===== src/rtl/mem_req_arbiter.sv =====
`default_nettype none
// ============================================================================
//  Module      : mem_req_arbiter
//  Description : Two-requester arbiter in front of a single shared memory
//                port. Grants one cache-line request at a time, alternating
//                under contention. Each transaction runs IDLE -> BUSY -> DONE.
//                Optional feature macro: MEM_ARB_TIMEOUT_EN (bounds the wait
//                for mem_ready to TIMEOUT_CYCLES BUSY cycles).
//  Revision    : 1.0 - initial release
// ============================================================================
module mem_req_arbiter #(
    parameter int ADDR_W         = 32,
    parameter int LINE_W         = 128,
    parameter int TIMEOUT_CYCLES = 64
) (
    input  logic              clk,
    input  logic              rst,
    input  logic              req0_valid,
    input  logic              req0_rw,
    input  logic [ADDR_W-1:0] req0_addr,
    input  logic [LINE_W-1:0] req0_data,
    input  logic              req1_valid,
    input  logic              req1_rw,
    input  logic [ADDR_W-1:0] req1_addr,
    input  logic [LINE_W-1:0] req1_data,
    output logic              res0_ready,
    output logic              res0_err,
    output logic [LINE_W-1:0] res0_data,
    output logic              res1_ready,
    output logic              res1_err,
    output logic [LINE_W-1:0] res1_data,
    output logic              mem_valid,
    output logic              mem_rw,
    output logic [ADDR_W-1:0] mem_addr,
    output logic [LINE_W-1:0] mem_wdata,
    input  logic              mem_ready,
    input  logic [LINE_W-1:0] mem_rdata
);

    typedef enum logic [1:0] {
        S_IDLE = 2'd0,
        S_BUSY = 2'd1,
        S_DONE = 2'd2
    } state_t;

    state_t              state_q, state_d;
    logic                owner_q, owner_d;
    logic                last_q, last_d;
    logic                rw_q, rw_d;
    logic [ADDR_W-1:0]   addr_q, addr_d;
    logic [LINE_W-1:0]   wdata_q, wdata_d;
    logic [LINE_W-1:0]   res0_data_q, res0_data_d;
    logic [LINE_W-1:0]   res1_data_q, res1_data_d;
    logic                w_grant;

`ifdef MEM_ARB_TIMEOUT_EN
    localparam int              CNT_W      = $clog2(TIMEOUT_CYCLES + 1);
    localparam logic [CNT_W-1:0] C_TMO_LAST = CNT_W'(TIMEOUT_CYCLES - 1);
    logic [CNT_W-1:0]   cnt_q, cnt_d;
    logic               err_q, err_d;
`endif

    // Lone requester wins; under contention the one not served last wins.
    assign w_grant = req1_valid & (~req0_valid | ~last_q);

    // Next-state, capture and completion logic.
    always_comb begin
        state_d     = state_q;
        owner_d     = owner_q;
        last_d      = last_q;
        rw_d        = rw_q;
        addr_d      = addr_q;
        wdata_d     = wdata_q;
        res0_data_d = res0_data_q;
        res1_data_d = res1_data_q;
`ifdef MEM_ARB_TIMEOUT_EN
        cnt_d       = cnt_q;
        err_d       = err_q;
`endif
        case (state_q)
            S_IDLE: begin
                if (req0_valid || req1_valid) begin
                    state_d = S_BUSY;
                    owner_d = w_grant;
                    rw_d    = w_grant ? req1_rw   : req0_rw;
                    addr_d  = w_grant ? req1_addr : req0_addr;
                    wdata_d = w_grant ? req1_data : req0_data;
`ifdef MEM_ARB_TIMEOUT_EN
                    cnt_d   = '0;
`endif
                end
            end
            S_BUSY: begin
                if (mem_ready) begin
                    // Read data is captured even for writes; owner gets it.
                    state_d = S_DONE;
                    last_d  = owner_q;
                    if (owner_q) res1_data_d = mem_rdata;
                    else         res0_data_d = mem_rdata;
`ifdef MEM_ARB_TIMEOUT_EN
                    err_d   = 1'b0;
                end else if (cnt_q == C_TMO_LAST) begin
                    // Final permitted BUSY cycle expired: complete with error,
                    // leaving the owner's data register untouched.
                    state_d = S_DONE;
                    last_d  = owner_q;
                    err_d   = 1'b1;
                    cnt_d   = cnt_q + CNT_W'(1);
                end else begin
                    cnt_d   = cnt_q + CNT_W'(1);
`endif
                end
            end
            S_DONE: begin
                state_d = S_IDLE;
            end
            default: begin
                state_d = S_IDLE;
            end
        endcase
    end

    // State and datapath registers with synchronous reset.
    always_ff @(posedge clk) begin
        if (rst) begin
            state_q     <= S_IDLE;
            owner_q     <= 1'b0;
            last_q      <= 1'b1;
            rw_q        <= 1'b0;
            addr_q      <= '0;
            wdata_q     <= '0;
            res0_data_q <= '0;
            res1_data_q <= '0;
`ifdef MEM_ARB_TIMEOUT_EN
            cnt_q       <= '0;
            err_q       <= 1'b0;
`endif
        end else begin
            state_q     <= state_d;
            owner_q     <= owner_d;
            last_q      <= last_d;
            rw_q        <= rw_d;
            addr_q      <= addr_d;
            wdata_q     <= wdata_d;
            res0_data_q <= res0_data_d;
            res1_data_q <= res1_data_d;
`ifdef MEM_ARB_TIMEOUT_EN
            cnt_q       <= cnt_d;
            err_q       <= err_d;
`endif
        end
    end

    assign mem_valid  = (state_q == S_BUSY);
    assign mem_rw     = rw_q;
    assign mem_addr   = addr_q;
    assign mem_wdata  = wdata_q;

    assign res0_ready = (state_q == S_DONE) & ~owner_q;
    assign res1_ready = (state_q == S_DONE) &  owner_q;
    assign res0_data  = res0_data_q;
    assign res1_data  = res1_data_q;

`ifdef MEM_ARB_TIMEOUT_EN
    assign res0_err   = res0_ready & err_q;
    assign res1_err   = res1_ready & err_q;
`else
    // No timeout: the error flag can never be raised. The comparison is a
    // constant 0 that keeps TIMEOUT_CYCLES referenced in this build.
    assign res0_err   = (TIMEOUT_CYCLES < 0);
    assign res1_err   = (TIMEOUT_CYCLES < 0);
`endif

endmodule
`default_nettype wire


===== config.mk =====
export PLATFORM = sky130hd
export DESIGN_NAME = mem_req_arbiter
export DESIGN_NICKNAME = d
export VERILOG_FILES = /design/src/rtl/mem_req_arbiter.sv
export SDC_FILE = /design/constraint.sdc
export NUM_CORES = 1
export LEC_CHECK = 0
export CAP_MARGIN = 0
export CORE_AREA = 2 2 341 343
export CTS_CLUSTER_DIAMETER = 150
export DETAILED_ROUTE_END_ITERATION = 7
export DIE_AREA = 0 0 343 345
export SYNTH_ARGS = -nofsm -noshare
export SYNTH_HDL_FRONTEND = slang
export SYNTH_SLANG_ARGS = --single-unit
export TNS_END_PERCENT = 10

===== constraint.sdc =====
create_clock -name clk -period 1.9 [get_ports clk]
set_input_delay 0.38 -clock clk [delete_from_list [all_inputs] [get_ports clk]]
set_output_delay 0.38 -clock clk [all_outputs]
set_load 0.03 [all_outputs]

==> key figures <==
GRT
  – All-layer global routing usage: 0.145
  – Initial antenna violation count: 31
  – First-pass GRT wire length: 126 mm
  – Vias in the first global route: 17,300
  – Largest net degree at the start of global routing: 74
  – Overflow after GRT: 0

Clock tree
  – Clk buf depth: 3
  – Clk root buf: clkbuf_16
  – Clock Pin Slew Worst Setup and Hold Paths: 0.07 ns
  – Clock sinks: 421
  – TritonCTS clock tree: yes
  – Worst skew pair latency: 0.63 ns
  – Number of H-tree levels: 2
  – Cts bufs inserted: 51

Drt
  – Vias: 18,300
  – Initial DRC Count: 942
  – DRC: 0
  – Wire per inst: 20.2 um
  – Vias per inst: 4.05
  – DRT Wirelength: 90.9 mm
  – TritonRoute pass-1 iters: 5
  – Routed Antenna Nets: 0

Finish
  – Multi-input combinational cell area: 7420 um^2
  – Sequential Area: 8440 um^2
  – Share of cells above drive strength 1: 0.130
  – Design area: 29,600 um^2
  – Synthesis-to-layout area growth: 77.6%
  – Final #Nets: 3,378
  – Cell Count, Final, Fillers Out: 4,505
  – Fill count: 12,600

Power
  – Leak Pwr: 0.0120 uW
  – Pwr Density: 886 nW/um^2
  – Peak supply drop: 0.583 mV

STA
  – Clock Skew: 0.0340 ns
  – Final Worst Setup Slack: 0.0444 ns
  – Final Critical Period: 1.86 ns
  – Setup-failing EPs final: 0
  – Final worst path period share: 0.977
  – Fin. Hold Viols: 0
  – Sum Neg Setup Slack: 0 ns
  – RSZ-0062 raised after global routing: yes
  – Max Transition Viols Final: 0
  – Max Fclk: 539 MHz

Setup path
  – CP Capture Type: output port
  – Worst Setup SP: owner_q
  – CP required: 1.52 ns
  – Crit path DAT: 1.48 ns
  – Reg2Reg Depth: 6
  – CP Launch Type: flip-flop
  – Worst Path Max Fanout: 8
  – R2R Path Start: state_q[1]
  – Setup Crit Path Kind: reg -> out

Yosys
  – Number of flops mapped to enable cells by yosys: 0
  – Area contributors post-synth: dfxtp_1 (51%), nand2_1 (19%), a21oi_1 (13%)
  – Sequential cell area fraction in the yosys report: 0.505
  – Flops & latches, synth: 421
  – Synth Area in Adders: 0
  – Largest family of logic cells by synthesized area: compound AO/OA/AOI/OAI gates
  – Cell Area, Synth: 16,700 um^2
  – Syn Inst Count: 2,050
  – Dominant register cell in the synthesized netlist: dfxtp_1
  – YS warnings: 0
  – Post-Syn Area per Cell: 8.14 um^2
  – Top cell type's share of synthesized area: 0.505
  – Most common library cells after synthesis: nand2_1 (836), dfxtp_1 (421), a21oi_1 (419)
  – Most common cell in the synthesized netlist: nand2_1
  – Mux cell area share after synthesis: 0
  – Post-synthesis simple-gate area fraction: 0.194
  – Synth unique cells: 27
  – Post-synth top area cell: dfxtp_1
  – Post-synthesis compound-gate area fraction: 0.246
  – FFs w/ async S/R, synth: 0
  – Xor/xnor share of the synthesized area: 0

Min path
  – Hold Crit Class: in -> reg
  – Worst hold stages: 2
  – HP Start: rst

Outcome
  – Outcome: completed

Place
  – GPL Wtd Cong: 0.860
  – DP HPWL: 71.5 mm
  – I/O Buffers: 874
  – Placed insts: 4,392
  – Dpl cell area: 28,100 um^2
  – Dpl ws: -0.283 ns

Floorplanning
  – Row cnt: 125
  – I/O pin total: 877
  – Die Footprint: 118,000 um^2
  – Die Y: 345 um
  – CORE AREA: 115,000 um^2
  – Die width: 343 um
  – Initial Util: 0.145

Flow run
  – Max Cap Violations: 0
-- timing repair --
action,4_1_cts,5_1_grt
gates resized for setup,431,6
setup endpoints to repair,388,7
setup buffers,3,0
hold buffers,0,0
hold endpoints to repair,0,0
pin swaps,2,0
-- worst paths after layout --
check,endpoint,slack [ns]
worst min register to register,res0_data[46],0.45
worst max-delay path,res1_ready,0.04
worst min-delay path,mem_addr[30],0.13
worst max register to register,mem_wdata[101],0.14
-- per-stage QoR --
stage	total power, uW	utilization	hold slack (ns)
6_report	26200	0.257	0.129
4_1_cts	26700	0.257	0.0493
2_1_floorplan	12700	-	0.460
5_1_grt	27300	0.257	0.0834
3_5_place_dp	15900	0.244	0.446
3_3_place_gp	15900	0.244	0.441
-- power breakdown --
group	leakage (uW)	internal (uW)	total, uW	switching (uW)
registers	0.00344	9390	9720	332
clock network	0.000914	6630	10900	4290
logic	0.00763	2370	5600	3220
total	0.0120	18400	26200	7840
-- flip-flops by register name, indices dropped and copies added, names as in the netlist --
signal / flops
last_q: 1
res0_data: 128
mem_rw: 1
mem_wdata: 128
state_q: 2
mem_addr: 32
owner_q: 1
res1_data: 128
-- worst max-delay path, stage by stage (launching register included) --
cell and delay (ns):
dfxtp_4 0.44, and3b_2 0.25, buf_12 0.14
-- metal layers --
metal / routed length, um / global-route usage
met1: 37900 / 0.178
met2: 43200 / 0.239
met3: 7560 / 0.0439
met4: 2240 / 0.0506
met5: 23 / 0
-- logic make-up after synthesis --
| group | Yosys count |
|---|---|
| AND/OR/NAND/NOR | 849 |
| flip-flops | 421 |
| buffers and inverters | 195 |
| AO/OA/AOI/OAI | 584 |
| other | 1 |
-- layout make-up --
cell class,count,area share
clock buffer,66,0.0477
sequential,421,0.285
multi-input combinational,1435,0.251
tap,1524,0.0644
antenna,15,0.00127
clock inverter,30,0.0150
timing repair buffer,1014,0.336
-- cell usage in the layout, fill, tap and decap left out, drive strengths merged --
master and count:
dlygate4sd2 361, clkdlybuf4s15 22, nor2b 1, inv 1, a311oi 161, diode 15, a21oi 419, nand4b 1
a21bo 2, nor3b 1, nand4bb 1, nand2 836, or2 1, clkbuf 68, nor2 2, a211o 1
conb 2, a21boi 1, bufinv 10, and3b 1, clkdlybuf4s50 453, clkinvlp 3, buf 176, dfxtp 421
nand3 1, clkinv 16, and4bb 1, nand2b 1, and4b 1, and2 1
No activity file was read; power rests on OpenSTA's default activity.
==> edit, RTL diff (same settings) <==
Build with the macro `MEM_ARB_TIMEOUT_EN` defined.
--- a/src/rtl/mem_req_arbiter.sv
+++ b/src/rtl/mem_req_arbiter.sv
@@ -8,6 +8,8 @@
 //                for mem_ready to TIMEOUT_CYCLES BUSY cycles).
 //  Revision    : 1.0 - initial release
 // ============================================================================
+`define MEM_ARB_TIMEOUT_EN
+
 module mem_req_arbiter #(
     parameter int ADDR_W         = 32,
     parameter int LINE_W         = 128,
Behaviour: same outputs for any inputs over 4 cycles, from zero or initial values and one cycle with rst high; that may be too few to reach the edited logic, so the function may still have changed.
==> edit against the unedited design <==
The run now ends with setup timing left. Setup slack got worse by 120 ps. Wire length grew 3.0%. Combinational power decreased by 2%. Critical endpoint is now res0_err. Utilization decreased by 0.065 points. Global-route usage rose by 0.38 points. Area after synthesis about the same. Design area shrank 0.25%. Power decreased by 4.1%. Critical path depth is 2 higher. Sequential cell count increased by 8.
==> edit: results (changes against the unedited design) <==
status - finished, violations left
failing checks - setup timing
met2 WL - 44260 um (+2.5%)
clk_lat worst skew - 610 ps (-20 ps)
register area share after synthesis - 0.5149 (+0.009487)
post-CTS sizing - 419 (-2.8%)
GR Layer Usage met2 - 0.2471 (+0.008394)
post-synthesis cell type count - 46 (+70%)
worst hold stages - 2 (unchanged)
GRT Total Usage - 0.1488 (+0.003834)
post-route setup slack - -75.05 ps (-119.5 ps)
top_reg_cell synth - dfxtp_1
Routed WL per cell - 20.38 um (+1.0%)
WL met1 - 39610 um (+4.6%)
Crit Path Max Fanout - 4 (-4)
Peak supply drop - 0.5581 mV (-4.2%)
R2R cell count - 8 (+2)
Final Skew - 22.98 ps (-10.98 ps)
clock network power - 0.00976 W (-10%)
internal power - 0.01764 W (-4.1%)
vias in the first global route - 18073 (+4.3%)
FF-to-FF End - res0_data[21]
Top Metal Used - met5
Comb pwr share - 0.218 (+0.005)
fill count - 12648 (+0.76%)
XOR/XNOR Fraction of Synth Area - 0.0005251 (+0.0005251)
grt met1 use - 0.1884 (+0.01075)
layout cell share with drive strength beyond 1 - 0.1037 (-0.02648)
GP Congestion - 0.8783 (+2.1%)
Min Hold Slack - 120.6 ps (-8.325 ps)
met3 WL - 7599 um (+0.46%)
pin count of the biggest net entering global routing - 108 (+46%)
Max clock buf depth - 3 (unchanged)
Crit path max-delay family - simple AND/OR/NAND/NOR gates
Reg2Reg Setup Slack - 60 ps (-80 ps)
# setup viols final - 2 (+2)
adder-cell share of the synthesized area - 0.0007501 (+0.0007501)
CP max stage delay - 360 ps (-80 ps)
HPWL after detailed placement - 74740 um (+4.6%)
Pleak - 12.27 nW (+2.4%)
first-pass GRT wire length - 130000 um (+3.3%)
critical path's slowest cell - dfxtp_2
grt met3 use - 0.03985 (-0.004073)
drt pass-1 iters - 7 (+2)
Vias - 19130 (+4.8%)
synth top area cells - dfxtp_1, nand2_1, a21oi_1
Layout Nets - 3480 (+3.0%)
DRT iter0 DRCs - 1211 (+29%)
Worst Setup EP - res0_err
Commonest cells post-synth - nand2_1, dfxtp_1, a21oi_1
initial antenna violation count - 39 (+26%)
mux cell area share after synthesis - 0.001875 (+0.001875)
Compound-Gate Fraction of Synth Area - 0.2186 (-0.02758)
CTS Buf Count - 50 (-2.0%)
I/O Buffers - 876 (+0.23%)
Hold EP - cnt_q[4]
edit: cell types whose count changed after synthesis, sizes merged, moves of 3 or more:
cell    delta
buf       +24
clkbuf    -24
dfxtp      +8
nor2       +6
nand2      +3
nor3       +3
o21ai      +3
edit: stage by stage:
stage               TNS, ps  total power, W  cell area, sq um  setup slack (ps)  cells
floorplan                 0         0.01265             16690             177.7   2102
global placement     -45830         0.01586             28210            -327.2   4487
detailed placement   -53430         0.01585             28210            -355.2   4487
CTS                  -453.1         0.02533             29390            -164.8   4576
global route         -288.4         0.02614             29530            -141.1   4591
finish               -125.2         0.02515             29540            -75.05   4594
edit: cell type report:
class / instances / area (sq um) / share of cell area
clock buffers: 73 / 1511 / 0.05116
clock inverters: 13 / 121.4 / 0.004108
well taps: 1524 / 1907 / 0.06455
inverters: 1 / 3.754 / 0.0001271
diodes: 12 / 30.03 / 0.001016
repair buffers: 1065 / 10200 / 0.3452
multi-input cells: 1477 / 7179 / 0.2430
flip-flops and latches: 429 / 8592 / 0.2908
